<file path="src/rtl/video_timing_sink.sv">
// Display-side raster timing generator and pixel sink.
// Requests one pixel per active position via VideoReady, samples video on that
// same edge and presents registered RGB with syncs, DataEnable and coordinates.
module video_timing_sink #(
    parameter int unsigned H_ACTIVE = 800,
    parameter int unsigned H_FP     = 40,
    parameter int unsigned H_SYNC   = 128,
    parameter int unsigned H_BP     = 88,
    parameter int unsigned V_ACTIVE = 600,
    parameter int unsigned V_FP     = 1,
    parameter int unsigned V_SYNC   = 4,
    parameter int unsigned V_BP     = 23,
    parameter bit          SYNC_POL = 1'b1,
    parameter int unsigned CW       = 12
) (
    input  logic          Clock,
    input  logic          Reset,
    input  logic          Enable,
    input  logic [23:0]   video,
    output logic          VideoReady,
    output logic [7:0]    Red,
    output logic [7:0]    Green,
    output logic [7:0]    Blue,
    output logic          DataEnable,
    output logic          HSync,
    output logic          VSync,
    output logic          FrameStart,
    output logic [CW-1:0] PixelX,
    output logic [CW-1:0] PixelY
);

    localparam int unsigned H_TOTAL = H_ACTIVE + H_FP + H_SYNC + H_BP;
    localparam int unsigned V_TOTAL = V_ACTIVE + V_FP + V_SYNC + V_BP;

    localparam logic [CW-1:0] H_LAST     = CW'(H_TOTAL - 1);
    localparam logic [CW-1:0] V_LAST     = CW'(V_TOTAL - 1);
    localparam logic [CW-1:0] H_ACT      = CW'(H_ACTIVE);
    localparam logic [CW-1:0] V_ACT      = CW'(V_ACTIVE);
    localparam logic [CW-1:0] H_SYNC_BEG = CW'(H_ACTIVE + H_FP);
    localparam logic [CW-1:0] H_SYNC_END = CW'(H_ACTIVE + H_FP + H_SYNC);
    localparam logic [CW-1:0] V_SYNC_BEG = CW'(V_ACTIVE + V_FP);
    localparam logic [CW-1:0] V_SYNC_END = CW'(V_ACTIVE + V_FP + V_SYNC);

    localparam logic SYNC_ON  = SYNC_POL;
    localparam logic SYNC_OFF = ~SYNC_POL;

    typedef enum logic [1:0] {
        S_IDLE  = 2'd0,
        S_RUN   = 2'd1,
        S_DRAIN = 2'd2
    } state_t;

    state_t        state;
    state_t        next_state;
    logic [CW-1:0] h_cnt;
    logic [CW-1:0] v_cnt;

    logic          running;
    logic          h_last;
    logic          frame_last;
    logic          h_in_sync;
    logic          v_in_sync;

    // State register
    always_ff @(posedge Clock) begin
        if (Reset) begin
            state <= S_IDLE;
        end else begin
            state <= next_state;
        end
    end

    // Next-state logic: frames stop only after their last cycle
    always_comb begin
        next_state = state;
        case (state)
            S_IDLE: begin
                if (Enable) next_state = S_RUN;
            end
            S_RUN: begin
                if (!Enable) next_state = S_DRAIN;
            end
            S_DRAIN: begin
                if (Enable)          next_state = S_RUN;
                else if (frame_last) next_state = S_IDLE;
            end
            default: next_state = S_IDLE;
        endcase
    end

    // Output/decode logic: raster region flags and the pixel request strobe
    always_comb begin
        running    = (state != S_IDLE);
        h_last     = (h_cnt == H_LAST);
        frame_last = h_last && (v_cnt == V_LAST);
        h_in_sync  = (h_cnt >= H_SYNC_BEG) && (h_cnt < H_SYNC_END);
        v_in_sync  = (v_cnt >= V_SYNC_BEG) && (v_cnt < V_SYNC_END);
        VideoReady = running && (h_cnt < H_ACT) && (v_cnt < V_ACT);
    end

    // Raster counters: held at zero while idle, free-running otherwise
    always_ff @(posedge Clock) begin
        if (Reset || !running) begin
            h_cnt <= '0;
            v_cnt <= '0;
        end else if (h_last) begin
            h_cnt <= '0;
            v_cnt <= (v_cnt == V_LAST) ? '0 : v_cnt + CW'(1);
        end else begin
            h_cnt <= h_cnt + CW'(1);
        end
    end

    // Registered output stage, one cycle behind the counters
    always_ff @(posedge Clock) begin
        if (Reset) begin
            {Red, Green, Blue} <= 24'h0;
            DataEnable         <= 1'b0;
            HSync              <= SYNC_OFF;
            VSync              <= SYNC_OFF;
            FrameStart         <= 1'b0;
            PixelX             <= '0;
            PixelY             <= '0;
        end else begin
            {Red, Green, Blue} <= VideoReady ? video : 24'h0;
            DataEnable         <= VideoReady;
            HSync              <= (running && h_in_sync) ? SYNC_ON : SYNC_OFF;
            VSync              <= (running && v_in_sync) ? SYNC_ON : SYNC_OFF;
            FrameStart         <= running && (h_cnt == '0) && (v_cnt == '0);
            PixelX             <= h_cnt;
            PixelY             <= v_cnt;
        end
    end

endmodule

</file>
<file path="config.mk">
export PLATFORM = sky130hd
export DESIGN_NAME = video_timing_sink
export DESIGN_NICKNAME = d
export VERILOG_FILES = /design/src/rtl/video_timing_sink.sv
export SDC_FILE = /design/constraint.sdc
export NUM_CORES = 1
export LEC_CHECK = 0
export CORE_MARGIN = 2
export CORE_UTILIZATION = 51
export CTS_CLUSTER_SIZE = 12
export DETAILED_ROUTE_END_ITERATION = 8
export PLACE_DENSITY = 0.84
export REMOVE_ABC_BUFFERS = 1
export SYNTH_ARGS = -nofsm -noshare
export SYNTH_HDL_FRONTEND = slang
export SYNTH_SLANG_ARGS = --single-unit
</file>
<file path="constraint.sdc">
create_clock -name Clock -period 3.1 [get_ports Clock]
set_clock_uncertainty 0.05 [all_clocks]
set_input_delay 0.62 -clock Clock [delete_from_list [all_inputs] [get_ports Clock]]
set_output_delay 0.62 -clock Clock [all_outputs]
set_load 0.01 [all_outputs]
</file>
# [Yosys cells after proc, flatten, opt, wreduce, memory -nomap -nowiden]
# Cells that the tools add are included.
[op_classes] magnitude_cmp=6 eq_ne=7 reduce_logical=18 addsub=2 bitwise_logic=1 mux=8
[op_table] cell="< comparator 12 x 10 -> 1 bit (second input constant)" n=4
[op_table] cell="adder 12 x 1 -> 12 bit (second input constant)" n=2
[op_table] cell="greater-or-equal comparator 12 x 10 -> 1 bit (second input constant)" n=2
[op_table] cell="logical NOT 12 bit" n=2
[op_table] cell="equality test 12 x 10 -> 1 bit (second input constant)" n=1
[op_table] cell="equality test 12 x 11 -> 1 bit (second input constant)" n=1
[op_table] cell="two-way mux 12 bit" n=1
[op_table] cell="logical AND 1 bit" n=9
[op_table] cell="two-way mux 2 bit" n=4
[op_table] cell="one-hot mux 2 bit (3 select lines)" n=1
[op_table] cell="!= test 2 bit (second input constant)" n=2
[op_table] cell="OR reduction 2 bit" n=2
[op_table] cell="!= test 3 bit (second input constant)" n=1
[op_table] cell="AND reduction 3 bit" n=1
[op_table] cell="equality test 2 x 1 -> 1 bit (second input constant)" n=1
[op_table] cell="equality test 2 bit (second input constant)" n=1
[op_table] cell="logical NOT 2 bit" n=1
[op_table] cell="two-way mux 1 bit" n=2
[op_table] cell="nonzero test 2 bit" n=1
[op_table] cell="logical NOT 1 bit" n=1
[op_table] cell="logical OR 1 bit" n=1
[op_table] cell="NOT 1 bit" n=1
[word_totals] input_bits=27 reg_bits=78

# [Longest topological paths before layout]
# Gate-level depths: netlist of the first run.
[logic_depth] word_depth=5 ltp_mapped=7 mapped_depth_nobuf=5

# [Worst setup path after synthesis of the first run]
# Ideal clock, no wire load.
[synth_path] kind="register -> output" start="register v_cnt[7]" end="output port VideoReady" setup_slack_ns=0.973 path_stages_with_launch=4 arrival_time_ns=1.457 required_time_ns=2.430 n_path_buf=0 cell_sequence="dfxtp_1 -> or4_4 -> o41ai_2 -> a211oi_1"
[synth_via] elab_chain_len=2
[synth_rtl] item="start: declaration" line_no="56" source="logic [CW-1:0] v_cnt;"
[synth_rtl] item="start signal: assignment" line_no="108" source="v_cnt <= (v_cnt == V_LAST) ? '0 : v_cnt + CW'(1);"
[synth_rtl] item="< comparator 12 x 10 -> 1 bit" line_no="98" source="VideoReady = running && (h_cnt < H_ACT) && (v_cnt < V_ACT);"
[synth_rtl] item="logical AND 1 bit" line_no="98"
[synth_rtl] item="end: declaration" line_no="20" source="output logic VideoReady,"
# No other way between the ends.

# [Worst setup path in the final report of the first run]
# Same ends and word-level chain as after synthesis.

==> implementation parameters, run 1 <==
Parameter                              Value

Outcome
  Result of the run ... complete, no violations

Setup path
  Worst Path Arrival ... 2.31 ns
  CP endpoint kind ... primary output
  Startpoint type of the worst setup path ... register
  Worst path cell trace ... or4_4 > o41ai_4 > a211oi_1 > clkdlybuf4s50_1
  Crit-path max cell delay ... 0.57 ns
  Slowest-stage cell, CP ... sky130_fd_sc_hd__or4_4
  Critical path peak fanout ... 8
  Crit path required time ... 2.43 ns
  Length in cells of the worst reg-to-reg path ... 4
  Start-to-end type of the worst setup path ... register to primary output

Clock tree
  Hold bufs inserted after CTS ... 0
  Clock tree from TritonCTS ... built
  Num CTS Buffers ... 9
  Clock sink total ... between 70 and 80
  Clock Latency Late Sink ... 0.35 ns
  H-tree depth ... 3
  Number of buffers on the longest clock path ... 2
  Clock slew at reported path FFs ... roughly 0.080 ns
  Cell chosen for the clock root ... sky130_fd_sc_hd__clkbuf_8

Drt
  Number of detailed-route iterations in the first pass ... 4
  Detailed-route via count ... 2179
  Via density per instance ... just over 5
  Residual antenna-violating net count after detailed routing ... 0
  Count of routing violations after the opening detailed-route iteration ... between 70 and 80
  Wire length reported by the detailed router ... between 5000 and 6000 um
  Detailed-route wire length per cell ... roughly 13 um
  Remaining design rule violation count ... 0

Yosys
  Synth async-reset ratio ... 0%
  Number of enable-type register cells in the synthesized netlist ... 0
  Post-Synth Simple-Gate Area ... a little over a quarter
  Synth warnings ... 0
  Top cells by area, synth ... sky130_fd_sc_hd__dfxtp_1 (54%), sky130_fd_sc_hd__and2_1 (5.2%), sky130_fd_sc_hd__nor2b_1 (3.9%)
  Post-synthesis xor/xnor area fraction ... roughly 4.2%
  Number of standard cells after synthesis ... between 200 and 300
  Proportion of synthesized area in mux cells ... 0.6911%
  Synth top area share ... a little over half
  Post-Synthesis Cell Area ... slightly below 3000 um2
  Synthesized area per cell ... between 10 and 15 um2
  Adder-cell share of the synthesized area ... ~2.6%
  Count of state elements after synthesis ... between 70 and 80
  Sequential element share of the synthesized area ... a little over half
  Main combinational cell family by area after synthesis ... simple AND/OR/NAND/NOR gates
  Compound-Gate Fraction of Synth Area ... between 7 and 8%
  Library cell occupying the most area in the post-synthesis netlist ... sky130_fd_sc_hd__dfxtp_1
  Library cells used by synthesis ... between 40 and 50
  Top post-synthesis cells by count ... sky130_fd_sc_hd__dfxtp_1 (78), sky130_fd_sc_hd__and2_1 (24), sky130_fd_sc_hd__nor2_1 (21)
  Primary flip-flop cell chosen by synthesis mapping ... sky130_fd_sc_hd__dfxtp_1
  Leading cell type by number of instances after synthesis ... sky130_fd_sc_hd__dfxtp_1

Placed design
  I/O Buffers ... approximately 80
  Routability cong. ... 0.8093
  Placed Instance Area ... between 3000 and 4000 um2
  Half-perimeter wire length after placement ... between 3000 and 4000 um

Cells and area
  Fin nets ... 389
  # fillers ... 420
  Footprint of the multi-input gates ... about 1200 um2
  Growth of design area from synthesis to finish ... 36.54%
  Share of post-route cells with drive strength above 1 ... 11.08%
  Count of antenna diodes in the layout ... 0
  Post-route cell area ... around 4000 um2
  Seq. cell area ... 1562 um2
  Util after Layout ... between 70% and 80%

Die
  Initial Utilization ... a little over half
  Width of the die ... between 70 and 80 um
  Standard cell core area ... 5507 um2
  Boundary pin count ... 80
  Die Footprint ... approximately 6300 um2
  Number of rows in the core area ... 27
  Die outline height ... between 70 and 80 um

Timing
  Period utilisation layout ... 95.98%
  Time the final worst path needs with I/O delays and setup ... about 3.0 ns
  Worst relative slew slack ... ~64%
  Total setup violations reported at the end of the flow ... 0
  Unrepaired setup endpoints after global routing ... no
  Worst slew pin tran ... approximately 0.54 ns
  Achievable frequency ... 336.1 MHz
  Slew Viols, Final ... 0
  Final hold slack ... 0.4355 ns
  Total negative slack ... 0 ns
  Number of hold-slack violations in the final timing report ... 0

Global routing
  Number of global-route vias before repair ... 2101
  GRT overflow ... 0
  Pin count of the biggest net entering global routing ... 28
  Initial antenna violation count ... 0
  Wire length of the first global-routing pass ... ~9400 um
  Global router's overall resource usage ... 19.61%

Power
  Standby leakage power ... between 1 and 1.5 nW
  Pwr dens ... approximately 500 nW/um2
  Overall power ... about 0.0020 W
  Worst vdd rail ir drop ... roughly 0.00031 V

Worst hold path
  Depth of the worst hold-timing path ... 1
  Class of the most critical hold timing path ... register to register

Job
  Max-cap violations ... 0
worst max-delay path: cells and delay by family (launching register included):
family | cells | cell delay, ns
buffers and inverters | 1 | 0.50
AND/OR/NAND/NOR | 1 | 0.57
flip-flops | 1 | 0.37
AO/OA/AOI/OAI | 2 | 0.51
cells by family after synthesis:
kind of cell,Yosys count
and+or+nand+nor,131
DFF,78
AOI/OAI and AO/OA,26
buffers and inverters,21
xor gates and xnor gates,14
adders and majority gates,6
muxes,2
stage by stage:
step,worst slack [ns],cells
detailed placement,0.4580,417
CTS,0.06407,433
floorplan,0.9735,264
global route,0.02929,433
global placement,0.4714,417
finish,0.1247,433
path summary, 6_finish.rpt:
check | from | end | slack, ns
max | v_cnt[7] | VideoReady | 0.12
min | h_cnt[0] | h_cnt[0] | 0.44
max reg2reg | v_cnt[7] | v_cnt[11] | 0.88
min reg2reg | h_cnt[0] | h_cnt[0] | 0.44
timing repair:
| action | CTS | global route |
|---|---|---|
| setup endpoints to repair | 0 | 1 |
| setup buffers | 0 | 0 |
| resized for setup | 0 | 1 |
metal layers:
| metal | wire (um) | share of wire [%] | track usage, % | vias up |
|---|---|---|---|---|
| li1 | - | - | - | 1100 |
| met1 | 2327 | 41 | 21.00 | 997 |
| met2 | 2669 | 48 | 32.97 | 74 |
| met3 | 522 | 9.3 | 9.432 | 8 |
| met4 | 96 | 1.7 | 8.276 | 0 |
| met5 | 0 | 0 | 0 | - |
power by group:
part           internal (W)  switching, W
Sequential          0.00102    0.00000587
Combinational     0.0000642     0.0000413
Clock              0.000480      0.000372
Total               0.00156      0.000419
cell type report:
cell class,count,area share [%]
timing repair buffer,81,20.37
inverter,7,0.6643
clock buffer,10,3.480
multi-input combinational,179,31.35
clock inverter,6,2.373
sequential,78,39.48
tap,72,2.278
flip-flops by register name (all words and copies together) (netlist names):
| signal | flops |
|---|---|
| HSync | 1 |
| FrameStart | 1 |
| DataEnable | 1 |
| Red | 8 |
| Green | 8 |
| PixelY | 12 |
| Blue | 8 |
| v_cnt | 12 |
| state | 2 |
| h_cnt | 12 |
| PixelX | 12 |
| VSync | 1 |
layout by cell type (no fill, tap or decap), types with 7 or more instances in the layout:
| master | netlist | routed |
|---|---|---|
| sky130_fd_sc_hd__and2_1 | 24 | 24 |
| sky130_fd_sc_hd__clkbuf_8 | 0 | 10 |
| sky130_fd_sc_hd__clkdlybuf4s50_1 | 0 | 79 |
| sky130_fd_sc_hd__dfxtp_1 | 78 | 78 |
| sky130_fd_sc_hd__inv_1 | 7 | 7 |
| sky130_fd_sc_hd__nand2_1 | 11 | 11 |
| sky130_fd_sc_hd__nor2_1 | 21 | 21 |
| sky130_fd_sc_hd__nor2b_1 | 18 | 18 |
| sky130_fd_sc_hd__or3_1 | 7 | 7 |
| sky130_fd_sc_hd__xnor2_1 | 7 | 7 |
| sky130_fd_sc_hd__xor2_1 | 7 | 7 |
Power figures use the tool's default switching activity.
==> run 2, diff against run 1 <==
- CTS_CLUSTER_SIZE: 12 -> 20
==> results of run 2 <==
Same layout as run 1: the final DEF is identical, and so are final timing and power.
==> run 3, diff against run 2 <==
==> constraint.sdc (replaced) <==
create_clock -name Clock -period 3.1 [get_ports Clock]
set_clock_uncertainty 0.05 [all_clocks]
set_input_delay 0.465 -clock Clock [delete_from_list [all_inputs] [get_ports Clock]]
set_output_delay 0.465 -clock Clock [all_outputs]
set_load 0.01 [all_outputs]
==> run 3 against run 2 <==
Compared with the run above: flip-flop and latch count stayed put; largest cell class unchanged; via count increased by 0.50%; design area is 1.5% lower; core utilization shrank 1.0 points; largest power group unchanged; total power down 8.4%; critical path type unchanged; combinational power about the same; sequential power is essentially flat; first-iteration DRC count rose by 27%; clock-buffer cell count is 1 higher.
==> implementation parameters, run 3 (synthesis results as in run 1) <==
Parameter                              Value

Outcome
  Result of the run ... complete, no violations

Drt
  Residual antenna-violating net count after detailed routing ... 0
  Detailed-route via count ... about 2200
  Wire length on met1 ... 2276 um
  Detailed-route wire length per cell ... ~13 um
  Top routing layer used ... met4
  Number of detailed-route iterations in the first pass ... 4
  Via density per instance ... just over 5
  Met3 routed wirelength ... approximately 550 um
  Wire length reported by the detailed router ... between 5000 and 6000 um
  WL met2 ... around 2600 um
  Remaining design rule violation count ... 0
  Count of routing violations after the opening detailed-route iteration ... 100

Timing
  Number of hold-slack violations in the final timing report ... 0
  Slew Viols, Final ... 0
  Period utilisation layout ... 92.97%
  Achievable frequency ... approximately 350 MHz
  Final worst setup slack ... approximately 0.22 ns
  Worst relative slew slack ... around two thirds
  Total negative slack ... 0 ns
  Time the final worst path needs with I/O delays and setup ... around 2.9 ns
  Worst slew pin tran ... around 0.5 ns
  Unrepaired setup endpoints after global routing ... no
  Total setup violations reported at the end of the flow ... 0

Die
  Number of rows in the core area ... 27
  Initial Utilization ... ~53%
  Width of the die ... 79.36 um
  Die outline height ... between 70 and 80 um
  Standard cell core area ... 5507 um2
  Die Footprint ... about 6300 um2
  Boundary pin count ... 80

Setup path
  Critical path peak fanout ... 8
  CP endpoint kind ... primary output
  Crit path required time ... 2.58 ns
  Critical R2R Capture ... v_cnt[11]
  Worst Path Arrival ... approximately 2.4 ns
  Start-to-end type of the worst setup path ... register to primary output
  Length in cells of the worst reg-to-reg path ... 4
  Reg-to-Reg Start ... v_cnt[7]
  Startpoint type of the worst setup path ... register
  Setup slack of the worst register-to-register path ... approximately 0.94 ns

Clock tree
  Cell chosen for the clock root ... sky130_fd_sc_hd__clkbuf_8
  Number of buffers on the longest clock path ... 2
  Number of gates resized after cts ... 0
  Clock tree from TritonCTS ... built
  Hold bufs inserted after CTS ... 0
  Clock sink total ... 78
  Clock slew at reported path FFs ... about 0.070 ns
  Num CTS Buffers ... 9
  Clock Latency Late Sink ... between 0.3 and 0.4 ns
  Buffers inserted by post-CTS timing repair ... 0
  H-tree depth ... 3

Worst hold path
  Depth of the worst hold-timing path ... 1
  Endpoint, Worst Hold ... h_cnt[0]
  Class of the most critical hold timing path ... register to register
  Start point of the worst min-delay path ... h_cnt[0]

Job
  Max-cap violations ... 0

Cells and area
  Share of post-route cells with drive strength above 1 ... 11.08%
  Growth of design area from synthesis to finish ... 34.56%
  # fillers ... just over 400
  Fin nets ... a little under 400
  Commonest non-fill, non-tap cell in the layout ... sky130_fd_sc_hd__clkdlybuf4s50_1
  Count of antenna diodes in the layout ... 0
  Commonest non-fill, non-tap cells in the layout ... sky130_fd_sc_hd__clkdlybuf4s50_1 (79), sky130_fd_sc_hd__dfxtp_1 (78), sky130_fd_sc_hd__and2_1 (24)

Placed design
  I/O Buffers ... 79
  Half-perimeter wire length after placement ... a little over 4000 um
  Worst slack at placement ... around 0.59 ns
  Routability cong. ... approximately 0.81

Global routing
  Pin count of the biggest net entering global routing ... 28
  Global router's overall resource usage ... between 10% and 20%
  Initial antenna violation count ... 0
  Wire length of the first global-routing pass ... ~9400 um
  GRT overflow ... 0
  Number of global-route vias before repair ... roughly 2000

Power
  Standby leakage power ... between 1 and 1.5 nW
  Worst vdd rail ir drop ... between 0.0003 and 0.0004 V
  Pwr dens ... around 470 nW/um2
run 3: power breakdown:
group	internal (W)	switching, W	total [W]
clock	0.000333	0.000354	0.000686
combinational	0.0000642	0.0000407	0.000105
sequential	0.00102	0.00000551	0.00102
total	0.00141	0.000400	0.00181
run 3: through the flow:
| stage | cells | utilization, % | hold slack (ns) | total power (W) | area [um2] |
|---|---|---|---|---|---|
| 2_1_floorplan | 264 | - | 0.3912 | 0.001077 | 2816 |
| 3_3_place_gp | 417 | 67.42 | 0.4042 | 0.001149 | 3712 |
| 3_5_place_dp | 417 | 67.42 | 0.4148 | 0.001152 | 3712 |
| 4_1_cts | 433 | 70.78 | 0.4323 | 0.001828 | 3897 |
| 5_1_grt | 433 | 70.78 | 0.4538 | 0.001889 | 3897 |
| 6_report | 433 | 70.78 | 0.4272 | 0.001813 | 3897 |
run 3: final cells by class:
class,count,area (um2),share of cell area [%]
clock inverters,5,33.78,0.8668
flip-flops and latches,78,1562,40.06
clock buffers,11,151.4,3.884
multi-input cells,179,1229,31.52
inverters,7,26.28,0.6742
repair buffers,81,805.8,20.67
well taps,72,90.09,2.311
run 3: critical path, cell delays in order (launching register included):
cell	delay, ns
sky130_fd_sc_hd__dfxtp_1	0.37
sky130_fd_sc_hd__or4_4	0.55
sky130_fd_sc_hd__o41ai_2	0.48
sky130_fd_sc_hd__a211oi_1	0.12
sky130_fd_sc_hd__clkdlybuf4s50_1	0.51
run 3: layer usage:
layer / global-route usage (%) / up-vias
met3: 7.955 / 8
met2: 31.10 / 98
met1: 22.42 / 993
met4: 9.483 / 0
met5: 0 / -
li1: - / 1091
run 3: worst max-delay path by stage:
stage | slack (ns) | cells past startpoint | start | end
after global placement | 0.63 | 4 | v_cnt[7] | VideoReady
after floorplan | 1.11 | 4 | v_cnt[7] | v_cnt[11]
final | 0.22 | 4 | v_cnt[7] | VideoReady
after detailed placement | 0.59 | 4 | v_cnt[7] | VideoReady
after CTS | 0.22 | 4 | v_cnt[7] | VideoReady
after global routing | 0.15 | 4 | v_cnt[7] | VideoReady
